===== src/rtl/hazard_control_unit_pkg.sv =====
// Shared pipeline definitions: write-back source codes, memory-op classes
// and the hazard unit FSM state encoding.
package hazard_control_unit_pkg;

   // wb_src[2] set means the instruction writes rd
   localparam logic [2:0] WB_NONE = 3'b000;
   localparam logic [2:0] WB_ALU  = 3'b100;
   localparam logic [2:0] WB_MEM  = 3'b101;
   localparam logic [2:0] WB_PC4  = 3'b110;
   localparam logic [2:0] WB_CSR  = 3'b111;

   // Memory-op class lives in mem_op[4:3]
   localparam logic [1:0] MEM_NONE  = 2'b00;
   localparam logic [1:0] MEM_READ  = 2'b01;
   localparam logic [1:0] MEM_WRITE = 2'b10;

   typedef enum logic [1:0] {
      RUN        = 2'd0,
      LOAD_STALL = 2'd1,
      MEM_WAIT   = 2'd2
   } hcu_state_t;

endpackage


===== src/rtl/hazard_match.sv =====
// Flags a read of src (when rd_en) that depends on a load producer
// writing the same non-zero register.
module hazard_match
   import hazard_control_unit_pkg::*;
(
   input  logic [4:0] src,
   input  logic       rd_en,
   input  logic [4:0] p_rd,
   input  logic [2:0] p_wb_src,
   input  logic [4:0] p_mem_op,
   output logic       load_hit
);

   logic unused_bits;
   assign unused_bits = ^{p_wb_src[1:0], p_mem_op[2:0]};

   assign load_hit = rd_en && p_wb_src[2] && (p_rd == src) && (src != '0)
                     && (p_mem_op[4:3] == MEM_READ);

endmodule


===== src/rtl/hazard_control_unit.sv =====
// Pipeline hazard control: load-use and branch-on-load stalls, data-memory
// wait freeze, wait timeout detection and a stall-cycle counter.
module hazard_control_unit
   import hazard_control_unit_pkg::*;
#(
   parameter int unsigned MEM_TIMEOUT = 255
) (
   input  logic        clk,
   input  logic        nrst,
   input  logic        de_valid,
   input  logic        de_is_branch,
   input  logic [4:0]  decoded_rs1,
   input  logic [4:0]  decoded_rs2,
   input  logic [1:0]  de_dep_check,
   input  logic [4:0]  ex_rs1,
   input  logic [4:0]  ex_rs2,
   input  logic [1:0]  ex_dep_check,
   input  logic [4:0]  ex_rd,
   input  logic [4:0]  m1_rd,
   input  logic [2:0]  ex_wb_src,
   input  logic [2:0]  m1_wb_src,
   input  logic [4:0]  ex_mem_op,
   input  logic [4:0]  m1_mem_op,
   input  logic        branch_taken,
   input  logic        dmem_ready,
   output logic        stall_if,
   output logic        stall_de,
   output logic        stall_ex,
   output logic        bubble_ex,
   output logic        bubble_m1,
   output logic        freeze,
   output logic        flush_if,
   output logic        stalled,
   output logic        mem_timeout,
   output logic [31:0] stall_cycles
);

   localparam logic [7:0] TIMEOUT_CNT = 8'(MEM_TIMEOUT);

   logic       lu_rs1, lu_rs2, br_ex_rs1, br_ex_rs2, br_m1_rs1, br_m1_rs2;
   logic       load_use, branch_haz, hazard, mem_wait;
   hcu_state_t state, state_next;
   logic [7:0] wait_cnt, wait_cnt_next;

   hazard_match u_lu_rs1 (.src(ex_rs1), .rd_en(ex_dep_check[0]), .p_rd(m1_rd),
      .p_wb_src(m1_wb_src), .p_mem_op(m1_mem_op), .load_hit(lu_rs1));
   hazard_match u_lu_rs2 (.src(ex_rs2), .rd_en(ex_dep_check[1]), .p_rd(m1_rd),
      .p_wb_src(m1_wb_src), .p_mem_op(m1_mem_op), .load_hit(lu_rs2));
   hazard_match u_br_ex_rs1 (.src(decoded_rs1), .rd_en(de_dep_check[0]), .p_rd(ex_rd),
      .p_wb_src(ex_wb_src), .p_mem_op(ex_mem_op), .load_hit(br_ex_rs1));
   hazard_match u_br_ex_rs2 (.src(decoded_rs2), .rd_en(de_dep_check[1]), .p_rd(ex_rd),
      .p_wb_src(ex_wb_src), .p_mem_op(ex_mem_op), .load_hit(br_ex_rs2));
   hazard_match u_br_m1_rs1 (.src(decoded_rs1), .rd_en(de_dep_check[0]), .p_rd(m1_rd),
      .p_wb_src(m1_wb_src), .p_mem_op(m1_mem_op), .load_hit(br_m1_rs1));
   hazard_match u_br_m1_rs2 (.src(decoded_rs2), .rd_en(de_dep_check[1]), .p_rd(m1_rd),
      .p_wb_src(m1_wb_src), .p_mem_op(m1_mem_op), .load_hit(br_m1_rs2));

   assign load_use   = lu_rs1 | lu_rs2;
   assign branch_haz = de_valid & de_is_branch
                       & (br_ex_rs1 | br_ex_rs2 | br_m1_rs1 | br_m1_rs2);
   assign hazard     = load_use | branch_haz;
   assign mem_wait   = ((m1_mem_op[4:3] == MEM_READ) || (m1_mem_op[4:3] == MEM_WRITE))
                       && !dmem_ready;

   // A memory wait holds every stage, so it masks the hazard bubbles.
   always_comb begin
      stall_if  = 1'b0;
      stall_de  = 1'b0;
      stall_ex  = 1'b0;
      bubble_ex = 1'b0;
      bubble_m1 = 1'b0;
      freeze    = 1'b0;
      if (mem_wait) begin
         freeze   = 1'b1;
         stall_if = 1'b1;
         stall_de = 1'b1;
         stall_ex = 1'b1;
      end else begin
         if (load_use) begin
            stall_if  = 1'b1;
            stall_de  = 1'b1;
            stall_ex  = 1'b1;
            bubble_m1 = 1'b1;
         end
         if (branch_haz) begin
            stall_if  = 1'b1;
            stall_de  = 1'b1;
            bubble_ex = 1'b1;
         end
      end
      stalled  = stall_if | stall_de | stall_ex | freeze;
      flush_if = branch_taken & ~stalled;
   end

   always_comb begin
      state_next = state;
      unique case (state)
         RUN, LOAD_STALL: begin
            if (mem_wait)    state_next = MEM_WAIT;
            else if (hazard) state_next = LOAD_STALL;
            else             state_next = RUN;
         end
         MEM_WAIT: begin
            if (!mem_wait)   state_next = hazard ? LOAD_STALL : RUN;
         end
         default: state_next = RUN;
      endcase
      // Counter includes the entry cycle so it equals the number of wait cycles seen.
      wait_cnt_next = '0;
      if (state_next == MEM_WAIT)
         wait_cnt_next = (wait_cnt == '1) ? wait_cnt : wait_cnt + 8'd1;
   end

   always_ff @(posedge clk) begin
      if (!nrst) begin
         state        <= RUN;
         wait_cnt     <= '0;
         mem_timeout  <= 1'b0;
         stall_cycles <= '0;
      end else begin
         state    <= state_next;
         wait_cnt <= wait_cnt_next;
         if (wait_cnt_next == TIMEOUT_CNT)
            mem_timeout <= 1'b1;
         if (stalled && (stall_cycles != '1))
            stall_cycles <= stall_cycles + 32'd1;
      end
   end

endmodule


===== config.mk =====
export PLATFORM = sky130hd
export DESIGN_NAME = hazard_control_unit
export DESIGN_NICKNAME = d
export VERILOG_FILES = /design/src/rtl/hazard_control_unit_pkg.sv /design/src/rtl/hazard_match.sv /design/src/rtl/hazard_control_unit.sv
export SDC_FILE = /design/constraint.sdc
export NUM_CORES = 1
export LEC_CHECK = 0
export BUFFER_PORTS_ARGS = -buffer_cell sky130_fd_sc_hd__buf_2
export CAP_MARGIN = 5
export CORE_MARGIN = 2
export CORE_UTILIZATION = 54
export DETAILED_ROUTE_END_ITERATION = 10
export PLACE_DENSITY = 0.85
export SLEW_MARGIN = 5
export SYNTH_ARGS = -nofsm -noshare
export SYNTH_HDL_FRONTEND = slang
export SYNTH_SLANG_ARGS = --single-unit

===== constraint.sdc =====
create_clock -name clk -period 5.2 [get_ports clk]
set_input_delay 0.78 -clock clk [delete_from_list [all_inputs] [get_ports clk]]
set_output_delay 0.78 -clock clk [all_outputs]
set_load 0.05 [all_outputs]

==> flow_summary.ini, run 1 <==
[status]
status = finished clean

[layout]
nFillCells = 444
synthToLayoutAreaGrowth_pct = 20.9
drive_above_1_share_pct = 24.2
nets = 479
antenna_cells = 0
final_cell_mix = 86 x buf_2, 43 x dfxtp_1, 29 x nand2_1, 24 x nand3_1, 19 x nor2_1
final_common_cell = buf_2

[placement]
dp_hpwl_mm = 4.97
dp_slack_ns = 1.94
gp_congestion = 0.883
port_buffers = 86

[logic_synthesis]
yosysTopAreaCell = dfxtp_1
synth_area_um2 = 2780
syn_avg_cell_area_um2 = 8.12
ys_seq_elements = 43
synthTopCellsByArea = dfxtp_1 31%, xnor2_1 5.3%, nand3_1 4.3%
yosysWarnings = 0
async_flop_share_pct = 0
syn_inst = 343
yosysSeqAreaShare_pct = 30.9
syn-num-nets = 402
synth-edff-count = 0
synth_cell_types = 46
synth.top_cell.area_share_pct = 30.9
synth_ff_type = dfxtp_1

[setup_path]
slowest_stage = or4_1
criticalPathCategory = input port to output pin
arrival_ns = 2.48
timing.critical_path.to_type = output pin
crit_required_ns = 4.42
critPathMaxStageDelay_ns = 0.50
worstPathMaxFanout = 4
worstSetupStartpointType = input port
cp_common_cell = buf_2
path_cells = buf_2, or4_1, o21ai_0, a21oi_2, nor4b_4, and2_1, buf_2

[global_routing]
grt_pass1_wl_mm = 10.9
antenna_found_initial = 0
grt_pass1_vias = 2477
grt_usage_pct = 24.0
gr-total-overflow = 0
grt_max_degree = 56

[routing]
wl_mm = 6.87
drt-pass1-iter-count = 5
drt-vias-per-instance = 5.83
postRouteAntennaNets = 0
drc_errors = 0
wl_per_cell_um = 14.0
drt_iter0_drc = 180
vias = 2864

[sta]
setup_violations = 0
layout_setup_ws_ns = 1.94
skew_ns = 0.0111
drv_slew = 0
rsz0062_at_grt = no
fin_crit_sh_pct = 62.7
period_minus_slack_ns = 3.26
relSlewSlack_pct = 21.7
tns_ns = 0
clock.fmax_mhz = 307
whs_ns = 0.478
worst_pin_slew_ns = 1.17
hold_viol_final = 0

[run]
max-cap-violations = 0

[floorplanning]
io_pins = 97
start_util_pct = 55.2
die_y_um = 75.8
rows = 26
core_area_um2 = 5040
fp.dieW_um = 75.8
die-area_um2 = 5750

[cts]
clock-root-buffer = clkbuf_8
clk_latency_ns = 0.29
clkSinkCount = 43
ctsLongestPathBuffers = 2
cts_buffers = 5
cts-hold-fix-buffers = 0
h-tree-depth = 2
clk_pin_slew_ns = 0.07
cts_tree = yes
post_cts_resize_count = 0
cts_setup_buffers = 0

[power]
total_power_w = 0.000744
p_per_area_nw_per_um2 = 221
p_leak_nw = 1.36
vdd_ir_drop_max_v = 0.000265

[worst_hold_path]
hold_class = register to register
## power by group
| group | internal, W | switching [W] |
|---|---|---|
| registers | 0.000331 | 0.00000243 |
| clock network | 0.000192 | 0.000112 |
| logic | 0.0000386 | 0.0000686 |
| total | 0.000562 | 0.000183 |
## state kept, by name (all words and copies together) (netlist names)
signal,flops
wait_cnt,8
stall_cycles,32
state,2
mem_timeout,1
## synth_stat cells (4+ instances only)
cell type	instances
clkbuf_1	7
nand2_1	29
nand4_1	12
and3_1	7
nand3_1	24
nand2b_1	16
xnor2_1	17
and4_1	4
o311ai_0	8
o41ai_1	9
o31ai_1	8
o21a_1	5
mux2i_1	9
nor4_1	9
or4_1	14
inv_1	7
xor2_1	13
o21ai_0	10
a21oi_1	18
dfxtp_1	43
nor2_1	19
buf_2	8
nor3_1	10
## routing by layer
layer,global-route usage [%],vias up,part of all wire (%)
met5,0,-,0
met3,4.10,14,5.9
li1,-,1453,-
met1,31.5,1301,45
met2,39.4,96,47
met4,9.16,0,1.7
## per-stage QoR
step,utilization [%],std cells,cell area [µm²]
global placement,64.1,483,3230
global route,66.7,491,3370
detailed placement,64.1,483,3230
CTS,66.7,491,3370
finish,66.7,491,3370
floorplan,-,343,2780
## cell families after synthesis
logic type	share of synthesized area, %
simple gates	32.0
compound gates	18.2
flops	30.9
xor+xnor	9.44
buf+inv	4.81
mux	3.24
fa+ha+maj	1.35
## worst max-delay path: cells and delay by family
family	cells	cell delay, ns
AOI/OAI and AO/OA	2	0.29
buffers and inverters	2	0.38
and+or+nand+nor	3	1.03
## layout make-up
class                   count  area, µm²  share of cell area (%)
inverters                   7       26.3                   0.781
clock inverters             2       60.1                    1.78
repair buffers             90        460                    13.7
multi-input cells         273       1800                    53.4
well taps                  70       87.6                    2.60
clock buffers               6       72.6                    2.16
flip-flops and latches     43        861                    25.6
## worst paths after layout
path	startpoint	end	slack, ns	cells after the start
max	decoded_rs2[0]	flush_if	1.94	7
min	mem_timeout	mem_timeout	0.48	1
max reg2reg	stall_cycles[7]	stall_cycles[16]	2.15	8
min reg2reg	mem_timeout	mem_timeout	0.48	1
Note: power is estimated with default switching activity, not from simulation.
==> run 2, diff against run 1 <==
- CORE_UTILIZATION: 54 -> 50
- PLACE_DENSITY: 0.85 -> 0.8
- clock period: 5.2 -> 3.1 ns (I/O delays scaled with it)
==> flow_summary.ini, run 2 (synthesis gave the netlist of run 1 again) <==
[status]
status = finished clean

[layout]
top_register = stall_cycles
antenna_cells = 0
nets = 486
finish.utilization_pct = 62.6
synthToLayoutAreaGrowth_pct = 22.2
reg.largest.list = stall_cycles (32), wait_cnt (8), state (2)
final_common_cell = buf_2
finalInstanceArea_um2 = 3400
drive_above_1_share_pct = 25.7
fin_cells = 500
largest_reg_flops = 32
final_cell_mix = 86 x buf_2, 43 x dfxtp_1, 29 x nand2_1, 24 x nand3_1

[setup_path]
crit_required_ns = 2.63
path_cells = buf_2, or4_1, o21ai_0, a21oi_2, nor4b_4, and2_1, buf_2
slowest_stage = or4_1
worstPathMaxFanout = 6
worstSetupStartpointType = input port
r2r_slack_ns = 0.52
crit_buf_inv = 2
critPathMaxStageDelay_ns = 0.50
cp-endpoint = flush_if
startpoint = decoded_rs2[0]
r2r_cells = 7
arrival_ns = 2.21
timing.critical_path.to_type = output pin
criticalPathCategory = input port to output pin
cp_top_family = simple AND/OR/NAND/NOR gates
cp_common_cell = buf_2
path_depth = 7
rr_endpoint = stall_cycles[31]
regToRegStartpoint = stall_cycles[7]

[routing]
drt_iter0_drc = 145
drt-vias-per-instance = 5.85
wl_mm = 7.11
postRouteAntennaNets = 0
drc_errors = 0
vias = 2926
drt-pass1-iter-count = 4
wl_per_cell_um = 14.2

[power]
vdd_ir_drop_max_v = 0.000283
p_per_area_nw_per_um2 = 334
p_leak_nw = 1.38

[floorplanning]
io_pins = 97
core_area_um2 = 5440
die_y_um = 78.6
fp.dieW_um = 78.6
rows = 27
die-area_um2 = 6180
start_util_pct = 51.2

[sta]
worst_pin_slew_ns = 0.733
clock.fmax_mhz = 373
rsz0062_at_grt = no
skew_ns = 0.00381
whs_ns = 0.487
period_minus_slack_ns = 2.68
relSlewSlack_pct = 50.9
hold_viol_final = 0
drv_slew = 0
setup_violations = 0
fin_crit_sh_pct = 86.4
tns_ns = 0

[global_routing]
gr-total-overflow = 0
grt_usage_pct = 24.1
antenna_found_initial = 0
grt_pass1_wl_mm = 12.0
grt_max_degree = 41
grt_pass1_vias = 2683

[cts]
clk_pin_slew_ns = 0.08
cts_buffers = 5
clock-root-buffer = clkbuf_8
cts_setup_buffers = 0
clkSinkCount = 43
clk_latency_ns = 0.30
h-tree-depth = 2
cts_tree = yes
ctsLongestPathBuffers = 2
cts-hold-fix-buffers = 0
post_cts_resize_count = 0

[placement]
dpl_cell_area_um2 = 3300
placed_cells = 492
gp_congestion = 0.904
port_buffers = 86
dp_hpwl_mm = 5.40

[worst_hold_path]
hold_class = register to register

[run]
max-cap-violations = 0
## run 2: worst reg2reg max path: cells and delay by family (launching register included)
kind / cells / cell delay (ns)
AND/OR/NAND/NOR: 4 / 1.53
flip-flops: 1 / 0.47
buffers and inverters: 1 / 0.27
AO/OA/AOI/OAI: 2 / 0.22
## run 2: metal layers
layer / GRT usage (%) / share of wire [%]
met1: 29.3 / 43
met2: 40.1 / 49
met3: 6.55 / 5.6
met4: 9.65 / 2.0
met5: 0 / 0
## run 2: how the worst min path moves through the flow
stage,from,endpoint,depth (start not counted),slack [ns]
after global routing,nrst,wait_cnt[6],3,0.52
after CTS,mem_timeout,mem_timeout,1,0.49
final,mem_timeout,mem_timeout,1,0.49
after floorplan,wait_cnt[2],wait_cnt[2],1,0.48
after detailed placement,mem_timeout,mem_timeout,1,0.47
after global placement,mem_timeout,mem_timeout,1,0.47
## run 2: area by class of cell
class	count	area (µm²)
clock buffers	8	100
fillers	486	2040
inverters	7	26.3
multi-input cells	273	1800
flip-flops and latches	43	861
well taps	72	90.1
repair buffers	97	526
## run 2: power breakdown
group	total (W)	leakage (nW)	switching, W	internal (W)
sequential	0.000559	0.347	0.00000401	0.000555
combinational	0.000184	0.982	0.000115	0.0000687
clock	0.000395	0.0515	0.000191	0.000203
## run 2: metrics by stage
step	total power (W)	setup WS [ns]
2_1_floorplan	0.000690	0.201
3_3_place_gp	0.000749	0.407
3_5_place_dp	0.000755	0.356
4_1_cts	0.00115	0.400
5_1_grt	0.00119	0.280
6_report	0.00114	0.423
==> run 3, diff against run 2 <==
- CORE_ASPECT_RATIO: not set -> 0.7
==> flow_summary.ini, run 3 (synthesis gave the netlist of run 1 again) <==
[status]
status = finished clean

[layout]
nets = 481
reg.largest.list = stall_cycles (32), wait_cnt (8), state (2)
largest_reg_flops = 32
finalInstanceArea_um2 = 3350
nFillCells = 484
synthToLayoutAreaGrowth_pct = 20.4
final_cell_mix = 86 x buf_2, 43 x dfxtp_1, 29 x nand2_1, 24 x nand3_1
top_register = stall_cycles
drive_above_1_share_pct = 24.8
final_common_cell = buf_2
antenna_cells = 0

[routing]
wl_per_cell_um = 14.3
wl_met3_um = 464
drt-pass1-iter-count = 5
dr_wl_met2_mm = 3.07
met1Wirelength_mm = 3.49
vias = 2921
wl_mm = 7.08
top_layer_used = met4
drt-vias-per-instance = 5.90
drc_errors = 0
drt_iter0_drc = 171
postRouteAntennaNets = 0

[cts]
cts-hold-fix-buffers = 0
h-tree-depth = 2
ctsLongestPathBuffers = 2
cts_buffers = 5
cts_tree = yes
cts_setup_buffers = 0
clock-root-buffer = clkbuf_8
clk_pin_slew_ns = 0.08
post_cts_resize_count = 0
clk_latency_ns = 0.30
clkSinkCount = 43

[floorplanning]
die-area_um2 = 6190
fp.dieW_um = 93.2
core_area_um2 = 5310
io_pins = 97
start_util_pct = 52.4
rows = 22
die_y_um = 66.4

[worst_hold_path]
worstHoldPathCells = 1
hp-start = mem_timeout
min_to = mem_timeout
hold_class = register to register

[global_routing]
antenna_found_initial = 0
grt_usage_pct = 23.1
gr-total-overflow = 0
grt_pass1_wl_mm = 11.6
grt_pass1_vias = 2480
grt_max_degree = 52

[setup_path]
regToRegStartpoint = stall_cycles[7]
rr_endpoint = stall_cycles[29]
r2r_cells = 8
worstSetupStartpointType = input port
timing.critical_path.to_type = output pin
startpoint = decoded_rs2[0]
arrival_ns = 2.31
r2r_slack_ns = 0.69
worstPathMaxFanout = 6
crit_required_ns = 2.63
criticalPathCategory = input port to output pin

[placement]
gp_congestion = 0.875
dp_hpwl_mm = 5.07
dpl_cell_area_um2 = 3270
dp_slack_ns = 0.311
port_buffers = 86

[sta]
worst_pin_slew_ns = 0.749
drv_slew = 0
skew_ns = 0.00829
tns_ns = 0
layout_setup_ws_ns = 0.330
period_minus_slack_ns = 2.77
fin_crit_sh_pct = 89.4
setup_violations = 0
relSlewSlack_pct = 49.9
clock.fmax_mhz = 361
hold_viol_final = 0
rsz0062_at_grt = no

[power]
vdd_ir_drop_max_v = 0.000238
p_per_area_nw_per_um2 = 328
p_leak_nw = 1.34

[run]
max-cap-violations = 0
run 3: cell count changes in the layout (fill, tap and decap cells not counted):
cell and change:
buf_4 -5, clkbuf_8 -2, clkinvlp_4 +1, clkinv_2 +1
run 3: metrics by stage:
stage	utilization, %	total power, W	hold WS, ns	cells
final	63.1	0.00110	0.480	495
after global routing	63.1	0.00115	0.513	495
after CTS	63.1	0.00111	0.479	495
after detailed placement	61.5	0.000754	0.458	487
after global placement	61.5	0.000749	0.450	487
after floorplan	-	0.000690	0.477	343
run 3: power breakdown:
group / leakage, nW / internal (W) / switching [W] / total, W
logic: 0.956 / 0.0000685 / 0.000115 / 0.000184
registers: 0.347 / 0.000555 / 0.00000413 / 0.000559
clock network: 0.0412 / 0.000158 / 0.000199 / 0.000357
run 3: worst max path at each step:
stage                       end  slack, ns  depth (start not counted)
3_3_place_gp           flush_if       0.37                          7
3_5_place_dp   stall_cycles[10]       0.31                         10
4_1_cts                flush_if       0.33                          7
5_1_grt                flush_if       0.17                          7
6_report               flush_if       0.33                          7
2_1_floorplan          stall_if       0.20                          8
run 3: layer usage:
metal / global-route usage, % / vias up
met1: 34.3 / 1356
met5: 0 / -
li1: - / 1451
met3: 4.45 / 7
met2: 34.3 / 107
met4: 5.33 / 0
run 3: area by class of cell:
cell class | instances | area, µm² | share of cell area [%]
flip-flops and latches | 43 | 861 | 25.7
clock inverters | 2 | 12.5 | 0.373
well taps | 72 | 90.1 | 2.69
repair buffers | 92 | 488 | 14.6
inverters | 7 | 26.3 | 0.784
clock buffers | 6 | 72.6 | 2.17
multi-input cells | 273 | 1800 | 53.7
run 3: worst max-delay path, stage by stage:
cell     delay, ns
buf_2         0.12
or4_1         0.50
o21ai_0       0.24
a21oi_2       0.09
nor4b_4       0.44
and2_1        0.18
buf_2         0.25
